$ cat config.mk
export PLATFORM = sky130hd
export DESIGN_NAME = instr_align
export DESIGN_NICKNAME = d
export VERILOG_FILES = /design/src/rtl/instr_align.sv
export SDC_FILE = /design/constraint.sdc
export NUM_CORES = 1
export LEC_CHECK = 0
export ABC_AREA = 1
export CAP_MARGIN = 20
export CORE_UTILIZATION = 40
export DETAILED_ROUTE_END_ITERATION = 16
export GPL_TIMING_DRIVEN = 1
export PLACE_DENSITY_LB_ADDON = 0.2
export SYNTH_ARGS = -nofsm -noshare
export SYNTH_HDL_FRONTEND = slang
export SYNTH_SLANG_ARGS = --single-unit
$ cat constraint.sdc
create_clock -name i_clk -period 3.7 [get_ports i_clk]
set_input_delay 0.555 -clock i_clk [delete_from_list [all_inputs] [get_ports i_clk]]
set_output_delay 0.555 -clock i_clk [all_outputs]
set_load 0.1 [all_outputs]
$ cat src/rtl/instr_align.sv
// Instruction aligner: queues fetched halfwords and emits one whole 16/32-bit RISC-V instruction per cycle.
// Define INSTR_ALIGN_COMPRESSED_EN for C-extension support; otherwise every item is 32-bit and pc[1]=1 fetches fault.
package instr_align_pkg;
  typedef logic [31:0] program_counter_t;
  typedef logic [3:0]  except_t;

  localparam except_t EXC_NONE         = 4'd0;
  localparam except_t EXC_MISALIGNED   = 4'd1;
  localparam except_t EXC_ACCESS_FAULT = 4'd2;
  localparam except_t EXC_PAGE_FAULT   = 4'd3;

  typedef struct packed {
    logic             valid;
    program_counter_t pc;
    logic [15:0]      data0;
    logic [15:0]      data1;
    except_t          except;
  } fetched_data_t;
endpackage

module instr_align
  import instr_align_pkg::*;
#(
  parameter int QUEUE_DEPTH = 8
) (
  input  logic             i_clk,
  input  logic             i_rst_n,
  input  logic             i_flush,
  input  logic             i_stall,
  input  fetched_data_t    i_data,
  output logic             o_fetch_stall,
  output logic             o_valid,
  output program_counter_t o_pc,
  output logic [31:0]      o_instr,
  output logic             o_compressed,
  output except_t          o_except
);
  localparam int PTR_W = $clog2(QUEUE_DEPTH);
  localparam int CNT_W = PTR_W + 1;

  logic [15:0]      hw_q [QUEUE_DEPTH];
  program_counter_t pc_q [QUEUE_DEPTH];
  except_t          ex_q [QUEUE_DEPTH];

  logic [PTR_W-1:0] head, tail, head_nxt1, tail_nxt1;
  logic [CNT_W-1:0] count, free_slots, push_n, pop_n;
  logic             accept, deq, head16, head_ex;

  logic [15:0]      wr_hw0, wr_hw1;
  program_counter_t wr_pc0, wr_pc1;
  except_t          wr_ex0;

  assign head_nxt1 = head + PTR_W'(1);
  assign tail_nxt1 = tail + PTR_W'(1);

  // Backpressure looks only at the registered count, so a same-cycle pop never matters.
  assign free_slots    = CNT_W'(QUEUE_DEPTH) - count;
  assign o_fetch_stall = free_slots < CNT_W'(2);
  assign accept        = i_data.valid & ~o_fetch_stall & ~i_flush;

  always_comb begin
    push_n = '0;
    wr_hw0 = i_data.data0;
    wr_pc0 = i_data.pc;
    wr_ex0 = EXC_NONE;
    wr_hw1 = i_data.data1;
    wr_pc1 = i_data.pc + 32'd2;
    if (accept) begin
      if (i_data.except != EXC_NONE) begin
        push_n = CNT_W'(1);
        wr_hw0 = '0;
        wr_ex0 = i_data.except;
      end else if (i_data.pc[1]) begin
        push_n = CNT_W'(1);
`ifdef INSTR_ALIGN_COMPRESSED_EN
        wr_hw0 = i_data.data1;
`else
        wr_hw0 = '0;
        wr_ex0 = EXC_MISALIGNED;
`endif
      end else begin
        push_n = CNT_W'(2);
      end
    end
  end

`ifdef INSTR_ALIGN_COMPRESSED_EN
  assign head16 = hw_q[head][1:0] != 2'b11;
`else
  assign head16 = 1'b0;
`endif
  assign head_ex = ex_q[head] != EXC_NONE;

  // Head-only items (16-bit or faulting) need one entry; everything else needs the next one too.
  always_comb begin
    o_valid      = 1'b0;
    o_pc         = '0;
    o_instr      = '0;
    o_compressed = 1'b0;
    o_except     = EXC_NONE;
    if ((count >= CNT_W'(1) && (head16 || head_ex)) || count >= CNT_W'(2)) begin
      o_valid = 1'b1;
      o_pc    = pc_q[head];
      if (head_ex) begin
        o_except = ex_q[head];
      end else if (head16) begin
        o_instr      = {16'h0, hw_q[head]};
        o_compressed = 1'b1;
      end else if (ex_q[head_nxt1] != EXC_NONE) begin
        o_except = ex_q[head_nxt1];
      end else begin
        o_instr = {hw_q[head_nxt1], hw_q[head]};
      end
    end
  end

  assign deq   = o_valid & ~i_stall & ~i_flush;
  assign pop_n = !deq ? '0 : (head16 || head_ex) ? CNT_W'(1) : CNT_W'(2);

  always_ff @(posedge i_clk) begin
    if (!i_rst_n || i_flush) begin
      head  <= '0;
      tail  <= '0;
      count <= '0;
    end else begin
      head  <= head + pop_n[PTR_W-1:0];
      tail  <= tail + push_n[PTR_W-1:0];
      count <= count + push_n - pop_n;
    end
  end

  always_ff @(posedge i_clk) begin
    if (push_n != '0) begin
      hw_q[tail] <= wr_hw0;
      pc_q[tail] <= wr_pc0;
      ex_q[tail] <= wr_ex0;
    end
    if (push_n == CNT_W'(2)) begin
      hw_q[tail_nxt1] <= wr_hw1;
      pc_q[tail_nxt1] <= wr_pc1;
      ex_q[tail_nxt1] <= EXC_NONE;
    end
  end

  a_count_bound: assert property (@(posedge i_clk) disable iff (!i_rst_n)
    count <= CNT_W'(QUEUE_DEPTH));
  a_pop_needs_valid: assert property (@(posedge i_clk) disable iff (!i_rst_n)
    (pop_n != '0) |-> o_valid);

endmodule

Yosys cells after proc, flatten, opt, wreduce, memory -nomap -nowiden
Memory sizes are Yosys's and may differ from the RTL's. A register that Yosys moved wholly into a read port is not among the register bits.
Index checks and enable logic that the tools add are counted.
W data, S select, Z words.
{"block": "totals", "reg_bits": 10, "in_bits": 73, "memories": 3, "ramBits": 416, "word_cells": 59, "out_inout_bits": 71}
{"memory": "pc_q", "depth": 8, "word_bits": 32, "rd": 1, "rd_ports_with_merged_regs": 1, "write_ports": 2, "line_no": "42", "text": "program_counter_t pc_q [QUEUE_DEPTH];"}
{"memory": "hw_q", "depth": 8, "word_bits": 16, "rd": 2, "rd_ports_with_merged_regs": 1, "write_ports": 2, "line_no": "41", "text": "logic [15:0] hw_q [QUEUE_DEPTH];"}
{"memory": "ex_q", "depth": 8, "word_bits": 4, "rd": 2, "rd_ports_with_merged_regs": 1, "write_ports": 2, "line_no": "43", "text": "except_t ex_q [QUEUE_DEPTH];"}
{"block": "classes", "bitwise": 7, "n_eq_ne": 1, "n_reduce_logical": 8, "add_sub_neg": 8, "magnitude_cmp": 3, "n_mux": 26}
{"op": "$mux W32", "count": 4}
{"op": "$mux W16", "count": 3}
{"op": "$add A32 B2 Y32 const B", "count": 1}
{"op": "$mux W4", "count": 7}
{"op": "$reduce_bool A4 Y1", "count": 4}
{"op": "$mux W3", "count": 3}
{"op": "$add A3 B1 Y3 const B", "count": 2}
{"op": "$mux W1", "count": 6}
{"op": "$mux W2", "count": 3}
{"op": "$add A4 B4 Y4", "count": 1}
{"op": "$and A1 B1 Y1", "count": 4}
{"op": "$eq A4 B2 Y1 const B", "count": 1}
{"op": "$ge A4 B1 Y1 const B", "count": 1}
{"op": "$ge A4 B2 Y1 const B", "count": 1}
{"op": "$lt A4 B2 Y1 const B", "count": 1}
{"op": "$sub A4 B2 Y4", "count": 1}
{"op": "$sub A4 B4 Y4 const A", "count": 1}
{"op": "$add A3 B2 Y3", "count": 1}
{"op": "$add A3 B3 Y3", "count": 1}
{"op": "$not A1 Y1", "count": 3}
{"op": "$logic_or A1 B1 Y1", "count": 2}
{"op": "$logic_and A1 B1 Y1", "count": 1}
{"op": "$logic_not A1 Y1", "count": 1}

Logic depth before layout (Yosys ltp)
Gate-level depths: netlist of the first run.
{"block": "logic_depth", "depth_word": 9, "ltp_mapped": 20, "ltp_nobuf": 18}

Worst setup path after synthesis of the first run
OpenSTA, ideal clock, no wires.
{"block": "synth_timing", "path_kind": "register to output", "from": "register head[1]", "to": "output port o_instr[30]", "setup_slack_ns": 0.176, "required_ns": 3.145, "n_path_buf": 3, "arrival_ns": 2.969, "path_stages_with_launch": 11, "cell_sequence": "dfxtp_1 > ha_1 > buf_2 > buf_1 > buf_1 > a21oi_1 > o21ai_0 > nand3_1 > nand2_1 > nand3_1 > nor2_1"}
{"block": "synth_via", "elab_chain_len": 6}
{"element": "start: declaration", "line_no": "45", "text": "logic [PTR_W-1:0] head, tail, head_nxt1, tail_nxt1;"}
{"element": "start signal: assignment", "line_no": "126", "text": "head <= head + pop_n[PTR_W-1:0];"}
{"element": "$add A3 B1 Y3 *", "line_no": "53", "text": "assign head_nxt1 = head + PTR_W'(1);"}
{"element": "$mem_v2 Z8 W4"}
{"element": "$reduce_bool A4 Y1", "line_no": "109", "text": "end else if (ex_q[head_nxt1] != EXC_NONE) begin"}
{"element": "$mux W32 *", "line_no": "109"}
{"element": "$mux W32 *", "line_no": "104", "text": "if (head_ex) begin"}
{"element": "$mux W32 *", "line_no": "101", "text": "if ((count >= CNT_W'(1) && (head16 || head_ex)) || count >= CNT_W'(2)) begin"}
{"element": "end: declaration", "line_no": "34", "text": "output logic [31:0] o_instr,"}
Every way passes the cells marked *; elsewhere a longest branch is shown, timed or not.

==> run metrics, run 1 <==
Max Freq 283 MHz; Post-synth EDFFs approximately 380; Period Utilization, post-route 95.6%; total gr overflow 0; largest net degree at the start of global routing 158; maxcap violations 0; htree depth 2; height of the die 245 um; share of the synthesized area in the top cell type 48.7%; first-pass GRT wire length 109 mm; crit end category output pin; I/O Pins 144; Post-Syn Area 23700 sq um; TritonCTS buffer count 46; Placeable Area 58100 sq um; overall die width 245 um; Fin. Hold Viols 0; peak supply drop roughly 0.44 mV; Clock Sinks 426; nets 2860; Port Buffers 142; DRC viols 0; area grow syn2layout 17.0%; Post-Layout Cell Count ~3600; vias in the first global route 18700; status finished, final reports clean; Leakage 0.0109 uW; Antenna diodes 0; Syn Nets 2915; drt wl/cell 20.3 um; FFs w/ async S/R, synth 0%; Mapped Cells about 2800; clock latency on the worst-skew pair about 0.60 ns; # fillers 5449; commonest cells in the netlist 787 x nand2_1, 384 x edfxtp_1, 261 x o21ai_0, 242 x nor2_1, 190 x clkbuf_1; drt total wl 72.4 mm; sequential area share after synthesis 52.2%; fin. max-slew vios 0; drt initial violations approximately 1800; vias 19500; setup_tns 0 ns; Area contributors post-synth edfxtp_1 49%, nand2_1 12%, o21ai_0 5.5%; worst path required time 3.14 ns; ANT nets after route 0; Arr. time, crit path slightly below 3 ns; RSZ-0062 raised after global routing no; Crit Path Class register to output pin; CTS tree done; DRT Pass-1 Iters 6; most common cell in the netlist nand2_1; Yosys top cell by area edfxtp_1; initial antenna violation count 0; total die area between 60000 and 70000 sq um; most common flop cell mapped by yosys edfxtp_1; Setup Skew 0.0202 ns; dpl hpwl 41.6 mm; slew at the pin with the worst max-slew slack 0.784 ns; Bufs on Longest Clock Path 3; Clock transition at path regs about 0.06 ns; YS warnings 0; Yosys reg bits 426; CTS Hold Bufs 0; DR vias/cell between 5 and 6; Tmin final about 3.5 ns; layout cells sized above 1 9.23%; Slew HR between 40% and 50%; initial core utilization 40.7%; gr usage total 23.8%; post-synthesis cell type count 43; cell total after placement ~3500; clk root buf clkbuf_16; # setup viols final 0; Routability Congestion 0.850; Cell Pwr Density about 540 nW/um^2; FP Rows 88; CP Launch Type register; largest fanout on the critical path 100; Avg Inst Size Synth around 8.4 sq um; type of the most critical hold path register to register
[critical path, cell delays in order, from the launching register on]
cell and delay [ns]:
dfxtp_4 0.49, buf_4 0.17, clkbuf_8 0.57, nor2_1 0.11, nor3_1 0.25, o32ai_1 0.15
buf_4 0.19, nor2_1 0.20, buf_12 0.21
[repair_timing]
action                                 in CTS  in global routing
setup endpoints to repair                  49                 61
buffers inserted                            2                  6
pin swaps                                   1                  2
cloned                                      1                  2
gates resized for setup                     2                  8
endpoints found under the hold margin       0                  0
[power breakdown]
group / total (uW) / internal (uW) / switching [uW]
Sequential: 5470 / 5410 / 58.5
Clock: 4720 / 2740 / 1990
Combinational: 4760 / 1490 / 3260
[final cells by class]
cell class / instances / area (sq um) / area share (%)
flip-flops and latches: 426 / 12400 / 44.7
repair buffers: 216 / 2970 / 10.7
well taps: 765 / 957 / 3.45
inverters: 191 / 739 / 2.67
clock inverters: 32 / 352 / 1.27
multi-input cells: 1888 / 9130 / 32.9
clock buffers: 53 / 1190 / 4.28
[routing by layer]
layer	up-vias	share of wire (%)	wire length (um)	global-route usage [%]
met5	-	0	0	0
met4	0	2.6	1900	7.33
met3	131	8.7	6270	4.47
met2	816	47	34100	39.2
met1	9226	42	30100	31.5
li1	9302	-	-	-
[logic make-up (layout without fill, tap and decap cells)]
family | Yosys count | after routing | share of synthesized area, %
AND/OR/NAND/NOR | 1287 | 1288 | 23.0
flip-flops | 426 | 426 | 52.2
XOR/XNOR | 16 | 16 | 0.750
buffers and inverters | 511 | 492 | 9.38
other | 1 | 1 | 0.0158
AO/OA/AOI/OAI | 565 | 565 | 13.5
adder cells (fa/ha/maj) | 18 | 18 | 1.08
[worst paths after layout]
check,startpoint,endpoint,slack [ns],cells past startpoint
max,head[0],o_pc[31],0.16,8
min,ex_q[4][1],ex_q[4][1],0.47,2
max reg2reg,count[1],count[3],0.55,16
min reg2reg,ex_q[4][1],ex_q[4][1],0.47,2
[state kept, by name, indices dropped and copies added (netlist names)]
signal  flops
ex_q       32
pc_q      256
tail        3
head        3
count       4
hw_q      128
[through the flow]
step	cell area (sq um)	utilization [%]	worst slack [ns]	hold WS, ns	total power (uW)
6_report	27700	47.7	0.164	0.465	14900
5_1_grt	27700	47.7	0.0101	0.480	15500
4_1_cts	27500	47.4	0.0283	0.467	14900
3_5_place_dp	26000	44.7	0.420	0.458	10200
3_3_place_gp	26000	44.7	0.472	0.448	10100
2_1_floorplan	23700	-	0.176	0.441	8690
[cell usage in the layout (no fill, tap or decap), drive strengths merged]
cell type | netlist | layout
o31ai | 32 | 32
buf | 129 | 141
nand4 | 2 | 2
clkinvlp | 0 | 1
or2 | 1 | 1
inv | 189 | 189
o21ai | 272 | 272
bufinv | 0 | 6
a31oi | 1 | 1
nor2 | 257 | 258
o211ai | 62 | 62
clkbuf | 191 | 56
o21a | 1 | 1
nor3b | 1 | 1
nor3 | 41 | 41
xnor2 | 7 | 7
and3 | 1 | 1
ha | 14 | 14
a21oi | 163 | 163
a211oi | 1 | 1
o32ai | 32 | 32
fa | 4 | 4
xor2 | 9 | 9
nand3b | 7 | 7
conb | 1 | 1
nor4 | 1 | 1
o21bai | 1 | 1
nand3 | 188 | 188
edfxtp | 384 | 384
clkdlybuf4s50 | 0 | 72
clkinv | 2 | 27
dfxtp | 42 | 42
nand2 | 788 | 788
Power figures use the tool's default switching activity.
==> run 2, diff against run 1 <==
- ABC_AREA: 1 -> not set
- CORE_MARGIN: not set -> 10
- CTS_CLUSTER_SIZE: not set -> 10
==> run 2 against run 1 <==
Sequential cell count unchanged. Clock skew increased by 0.0028 ns. Non-clock buffer count up 22. Power is 14% lower. Design area down 4.3%. Worst setup slack worse by 0.11 ns. Synthesized cell count fell by 38%. Hold slack better by 0.049 ns. Synthesized area down 6.2%. First-iteration DRC count down 32%. Clock power decreased by 9.5%. Routed wire length fell by 15%.
==> run metrics, run 2 <==
Tmin final 3.65 ns (was 3.54 ns); TritonCTS buffer count 49 (was 46); CTS Hold Bufs 0 (unchanged); drt total wl 61.4 mm (was 72.4 mm); RSZ-0062 raised after global routing yes (was no); Area contributors post-synth edfxtp_1 52%, mux4_2 15%, nand2_1 4.7% (was edfxtp_1 49%, nand2_1 12%, o21ai_0 5.5%); height of the die 256 um (was 245 um); Seq. cell area 12400 sq um (about the same); crit end category output pin (unchanged); Avg Inst Size Synth 12.6 sq um (was 8.39 sq um); drt initial violations 1250 (was 1842); Max Freq 274 MHz (was 283 MHz); layout cells sized above 1 24.2% (was 9.23%); commonest non-fill, non-tap cells in the layout 384 x edfxtp_1, 274 x nand2_1, 144 x mux4_2 (was 779 x nand2_1, 384 x edfxtp_1, 261 x o21ai_0); DR vias/cell 5.47 (was 5.45); worst setup slack after placement 0.297 ns (was 0.420 ns); Fin. Hold Viols 0 (unchanged); vias in the first global route 14700 (was 18700); # setup viols final 0 (unchanged); Clock Sinks 426 (unchanged); hold depth 2 (unchanged); Largest Register pc_q (unchanged); CP max-delay cell mux4_2 (was clkbuf_8); largest fanout on the critical path 32 (was 100); initial core utilization 40.3% (was 40.7%); slew at the pin with the worst max-slew slack 0.983 ns (was 0.784 ns); Synth Area in XOR/XNOR 5.05% (was 0.750%); fin. max-slew vios 0 (unchanged); Reg2Reg Depth 12 (was 16); Setup Skew 0.0231 ns (was 0.0202 ns); most common cell in the netlist edfxtp_1 (was nand2_1); DRT Pass-1 Iters 5 (was 6); initial antenna violation count 2 (was 0); YS warnings 0 (unchanged); post-synthesis adder-cell area fraction 1.15% (was 1.08%); commonest cells in the netlist 384 x edfxtp_1, 278 x nand2_1, 156 x clkbuf_1, 151 x nor2_1, 144 x mux4_2 (was 787 x nand2_1, 384 x edfxtp_1, 261 x o21ai_0, 242 x nor2_1, 190 x clkbuf_1); Yosys reg bits 426 (unchanged); most common cell after layout, fill and taps aside edfxtp_1 (was nand2_1); largest registers pc_q: 256 flops, hw_q: 128 flops, ex_q: 32 flops (unchanged); vias 14000 (was 19500); FP Rows 86 (was 88); share of the synthesized area in the top cell type 51.9% (was 48.7%); ANT nets after route 0 (unchanged); Mapped Cells 1757 (was 2824); post-synthesis cell type count 52 (was 43); slowest cell delay on critical path 0.53 ns (was 0.57 ns); Synth Area in Simple Gates 10.2% (was 23.0%); peak supply drop 0.383 mV (was 0.436 mV); Crit Path Class register to output pin (unchanged); mux contribution to synthesized area 18.7% (was 0%); sequential area share after synthesis 55.7% (was 52.2%); CTS tree done (unchanged); first-pass GRT wire length 93.2 mm (was 109 mm); FFs w/ async S/R, synth 0% (unchanged); area grow syn2layout 19.4% (was 17.0%); worst path required time 3.14 ns (about the same); Arr. time, crit path 3.09 ns (was 2.98 ns); setup ws final 0.0523 ns (was 0.164 ns); largest family of logic cells by synthesized area multiplexers (was simple AND/OR/NAND/NOR gates); # fillers 4815 (was 5449); Clock transition at path regs 0.06 ns (about the same); nets 1881 (was 2860); DRC viols 0 (unchanged); Largest register FFs 256 (unchanged); total die area 65400 sq um (was 60200 sq um); overall die width 256 um (was 245 um); Routability Congestion 0.806 (was 0.850); Cell Pwr Density 483 nW/um^2 (was 539 nW/um^2); Yosys top cell by area edfxtp_1 (unchanged); status finished, final reports clean (unchanged); Syn Nets 1848 (was 2915); CP Launch Type register (unchanged); type of the most critical hold path register to register (unchanged); Leakage 0.00857 uW (was 0.0109 uW); Slew HR 34.5% (was 47.7%); largest net degree at the start of global routing 99 (was 158); dpl hpwl 38.3 mm (was 41.6 mm); htree depth 2 (unchanged); total gr overflow 0 (unchanged); Bufs on Longest Clock Path 3 (unchanged); drt wl/cell 24.0 um (was 20.3 um); most common flop cell mapped by yosys edfxtp_1 (unchanged); clk root buf clkbuf_16 (unchanged); crit path cell chain ha_4, mux4_2, mux2_4, nor4_4, nand3_2, buf_12, a21oi_2, buf_12 (was buf_4, clkbuf_8, nor2_1, nor3_1, o32ai_1, buf_4, nor2_1, buf_12); complex-gate fraction of the synthesized area 3.90% (was 13.5%); final core occ 48.1% (was 47.7%); Post-Syn Area 22200 sq um (was 23700 sq um); Port Buffers 142 (unchanged); Period Utilization, post-route 98.6% (was 95.6%); most used cell, CP buf_12; multi-input logic area 8770 sq um (was 9130 sq um); I/O Pins 144 (unchanged); maxcap violations 0 (unchanged); gr usage total 18.7% (was 23.8%); Post-synth EDFFs 384 (unchanged); clock latency on the worst-skew pair 0.60 ns (about the same); Placeable Area 55100 sq um (was 58100 sq um)
run 2: area by class of cell:
| type | instances | area share [%] |
|---|---|---|
| Sequential cell | 426 | 46.7 |
| Antenna cell | 2 | 0.0189 |
| Clock buffer | 60 | 4.78 |
| Inverter | 18 | 0.255 |
| Clock inverter | 7 | 0.302 |
| Tap cell | 748 | 3.53 |
| Multi-Input combinational cell | 1057 | 33.1 |
| Timing Repair Buffer | 238 | 11.3 |
run 2: path summary, 6_finish.rpt:
path | from | end | slack [ns]
worst max-delay path | head[0] | o_instr[16] | 0.05
worst min register to register | ex_q[7][2] | ex_q[7][2] | 0.51
worst min-delay path | ex_q[7][2] | ex_q[7][2] | 0.51
worst max register to register | head[0] | count[3] | 0.36
run 2: repair_timing:
item | CTS | global route
gates resized for setup | 5 | 7
setup endpoints to repair | 58 | 53
cloned | 0 | 0
setup buffers | 7 | 0
pin swaps | 1 | 1
run 2: stage by stage:
| step | area (sq um) | TNS (ns) | total power, uW | hold slack [ns] | instances |
|---|---|---|---|---|---|
| 3_5_place_dp | 25000 | 0 | 8600 | 0.505 | 2480 |
| 6_report | 26500 | 0 | 12800 | 0.514 | 2556 |
| 3_3_place_gp | 25000 | 0 | 8570 | 0.505 | 2480 |
| 2_1_floorplan | 22200 | -0.928 | 7540 | 0.473 | 1757 |
| 5_1_grt | 26500 | -0.436 | 13200 | 0.537 | 2556 |
| 4_1_cts | 26500 | 0 | 12900 | 0.520 | 2554 |
run 2: logic make-up (layout without fill, tap and decap cells):
kind of cell | after synthesis | count (layout)
AOI/OAI and AO/OA | 158 | 158
muxes | 234 | 234
adders and majority gates | 18 | 18
buffers and inverters | 274 | 323
other | 1 | 3
and+or+nand+nor | 518 | 518
xor gates and xnor gates | 128 | 128
DFF | 426 | 426
run 2: worst max-delay path, delay by kind of cell, from the launching register on:
kind | cells | cell delay [ns]
adders and majority gates | 1 | 0.35
AOI/OAI and AO/OA | 1 | 0.21
and+or+nand+nor | 2 | 0.28
buffers and inverters | 2 | 0.41
DFF | 1 | 0.38
muxes | 2 | 0.83
run 2: per-layer routing:
layer / GRT usage, % / part of all wire (%) / vias up
met1: 24.3 / 42 / 7095
met3: 3.37 / 6.4 / 107
li1: - / - / 6319
met2: 31.4 / 49 / 465
met5: 0 / 0 / -
met4: 5.74 / 2.7 / 0
run 2: where the power goes:
part / total, uW / leakage [uW] / switching (uW) / internal [uW]
clock network: 4270 / 0.000653 / 1880 / 2390
registers: 5450 / 0.00382 / 74.3 / 5380
logic: 3080 / 0.00410 / 1960 / 1120
==> run 3, diff against run 2 <==
--- a/config.mk
+++ b/config.mk
@@ -7,4 +7,6 @@
 export LEC_CHECK = 0
 export CAP_MARGIN = 20
+export CELL_PAD_IN_SITES_DETAIL_PLACEMENT = 1
+export CELL_PAD_IN_SITES_GLOBAL_PLACEMENT = 1
 export CORE_MARGIN = 10
 export CORE_UTILIZATION = 40
==> constraint.sdc (replaced) <==
create_clock -name i_clk -period 3.7 [get_ports i_clk]
set_input_delay 0.555 -clock i_clk [delete_from_list [all_inputs] [get_ports i_clk]]
set_output_delay 0.555 -clock i_clk [all_outputs]
set_load 0.005 [all_outputs]
==> run 3 against run 2 <==
Worst setup slack improved by 0.021 ns. Sequential share of layout area increased by 0.86 points. Sequential cell count stayed put. Clock-buffer cell count increased by 13.
==> run metrics, run 3 (synthesis gave the netlist of run 2 again) <==
Reg2Reg Setup Slack 0.22 ns (was 0.36 ns); layout cells sized above 1 20.6% (was 24.2%); CTS tree done (unchanged); Slew HR 25.7% (was 34.5%); worst setup slack after placement 0.187 ns (was 0.297 ns); Period Utilization, post-route 98.0% (was 98.6%); # setup viols final 0 (unchanged); total die area 65400 sq um (unchanged); area grow syn2layout 17.2% (was 19.4%); gr usage total 20.5% (was 18.7%); total gr overflow 0 (unchanged); drt initial violations 1187 (was 1250); drt total wl 67.9 mm (was 61.4 mm); cell total after placement 2480 (unchanged); CP Launch Type register (unchanged); maxcap violations 0 (unchanged); type of the most critical hold path register to register (unchanged); Placeable Area 55100 sq um (unchanged); Routability Congestion 0.819 (was 0.806); FP Rows 86 (unchanged); status finished, final reports clean (unchanged); RSZ-0062 raised after global routing no (was yes); Arr. time, crit path 3.07 ns (was 3.09 ns); Setup Skew 0.0194 ns (was 0.0231 ns); Leakage 0.00864 uW (was 0.00857 uW); TritonCTS buffer count 49 (unchanged); crit end category output pin (unchanged); Cell Pwr Density 451 nW/um^2 (was 483 nW/um^2); initial antenna violation count 4 (was 2); largest fanout on the critical path 8 (was 32); clk root buf clkbuf_16 (unchanged); Port Buffers 142 (unchanged); vias in the first global route 15600 (was 14700); I/O Pins 144 (unchanged); drt wl/cell 26.4 um (was 24.0 um); Tmin final 3.63 ns (was 3.65 ns); Max Freq 276 MHz (was 274 MHz); final core occ 47.3% (was 48.1%); Largest Register pc_q (unchanged); DRT Pass-1 Iters 5 (unchanged); Largest register FFs 256 (unchanged); peak supply drop 0.304 mV (was 0.383 mV); fin. max-slew vios 0 (unchanged); vias 14400 (was 14000); DRC viols 0 (unchanged); clock latency on the worst-skew pair 0.60 ns (about the same); commonest non-fill, non-tap cells in the layout 384 x edfxtp_1, 274 x nand2_1, 147 x nor2_1 (was 384 x edfxtp_1, 274 x nand2_1, 144 x mux4_2); setup ws final 0.0730 ns (was 0.0523 ns); Crit Path Class register to output pin (unchanged); Bufs on Longest Clock Path 3 (unchanged); ANT nets after route 0 (unchanged); dpl hpwl 41.3 mm (was 38.3 mm); nets 1887 (was 1881); Pwr Total 11700 uW (was 12800 uW); worst path required time 3.14 ns (about the same); first-pass GRT wire length 102 mm (was 93.2 mm); Fin. Hold Viols 0 (unchanged); largest registers pc_q: 256 flops, hw_q: 128 flops, ex_q: 32 flops (unchanged); setup_tns 0 ns (unchanged); overall die width 256 um (unchanged); htree depth 2 (unchanged); slew at the pin with the worst max-slew slack 1.11 ns (was 0.983 ns); Clock Sinks 426 (unchanged); Clock transition at path regs 0.06 ns (about the same); # fillers 5582 (was 4815); largest net degree at the start of global routing 67 (was 99); initial core utilization 40.3% (unchanged); height of the die 256 um (unchanged); DR vias/cell 5.58 (was 5.47); Post-Layout Cell Count 2573 (was 2556); most common cell after layout, fill and taps aside edfxtp_1 (unchanged)
[run 3: report_power, final]
part / switching, uW / total (uW) / internal, uW
Combinational: 940 / 1870 / 927
Sequential: 70.6 / 5450 / 5380
Clock: 1910 / 4420 / 2510
[run 3: final timing paths]
| check | startpoint | endpoint | depth (start not counted) |
|---|---|---|---|
| max | head[0] | o_pc[0] | 10 |
| max reg2reg | head[0] | count[2] | 16 |
| min reg2reg | ex_q[7][1] | ex_q[7][1] | 2 |
| min | ex_q[7][1] | ex_q[7][1] | 2 |
[run 3: what timing repair did]
item | 4_1_cts | 5_1_grt
buffers inserted | 9 | 1
endpoints found under the setup margin | 69 | 44
endpoints found under the hold margin | 0 | 0
pin swaps | 2 | 1
gates cloned | 3 | 0
hold buffers | 0 | 0
gates resized for setup | 98 | 18
[run 3: area by class of cell]
type	count	area (sq um)	area share, %
repair buffers	244	2460	9.47
inverters	18	67.6	0.260
multi-input cells	1057	8770	33.7
flip-flops and latches	426	12400	47.6
well taps	748	936	3.60
clock buffers	73	1360	5.21
clock inverters	4	43.8	0.168
diodes	3	7.51	0.0288
[run 3: critical path: stages (launching register included)]
cell and delay (ns):
dfxtp_4 0.41, buf_12 0.15, mux4_2 0.53, mux2i_4 0.18
and4_4 0.28, o21ba_4 0.17, buf_6 0.12, buf_12 0.12
buf_12 0.15, nor2_2 0.08, dlygate4sd2_1 0.27
[run 3: layer usage]
metal	part of all wire, %	track usage (%)
met5	0	0
met2	49	34.5
met3	5.6	2.97
met4	2.1	5.74
met1	43	27.3
[run 3: per-stage QoR]
step	hold WS (ns)	cell area [sq um]
6_report	0.528	26000
4_1_cts	0.533	26000
3_5_place_dp	0.518	24400
2_1_floorplan	0.473	22200
3_3_place_gp	0.500	24400
5_1_grt	0.560	26000
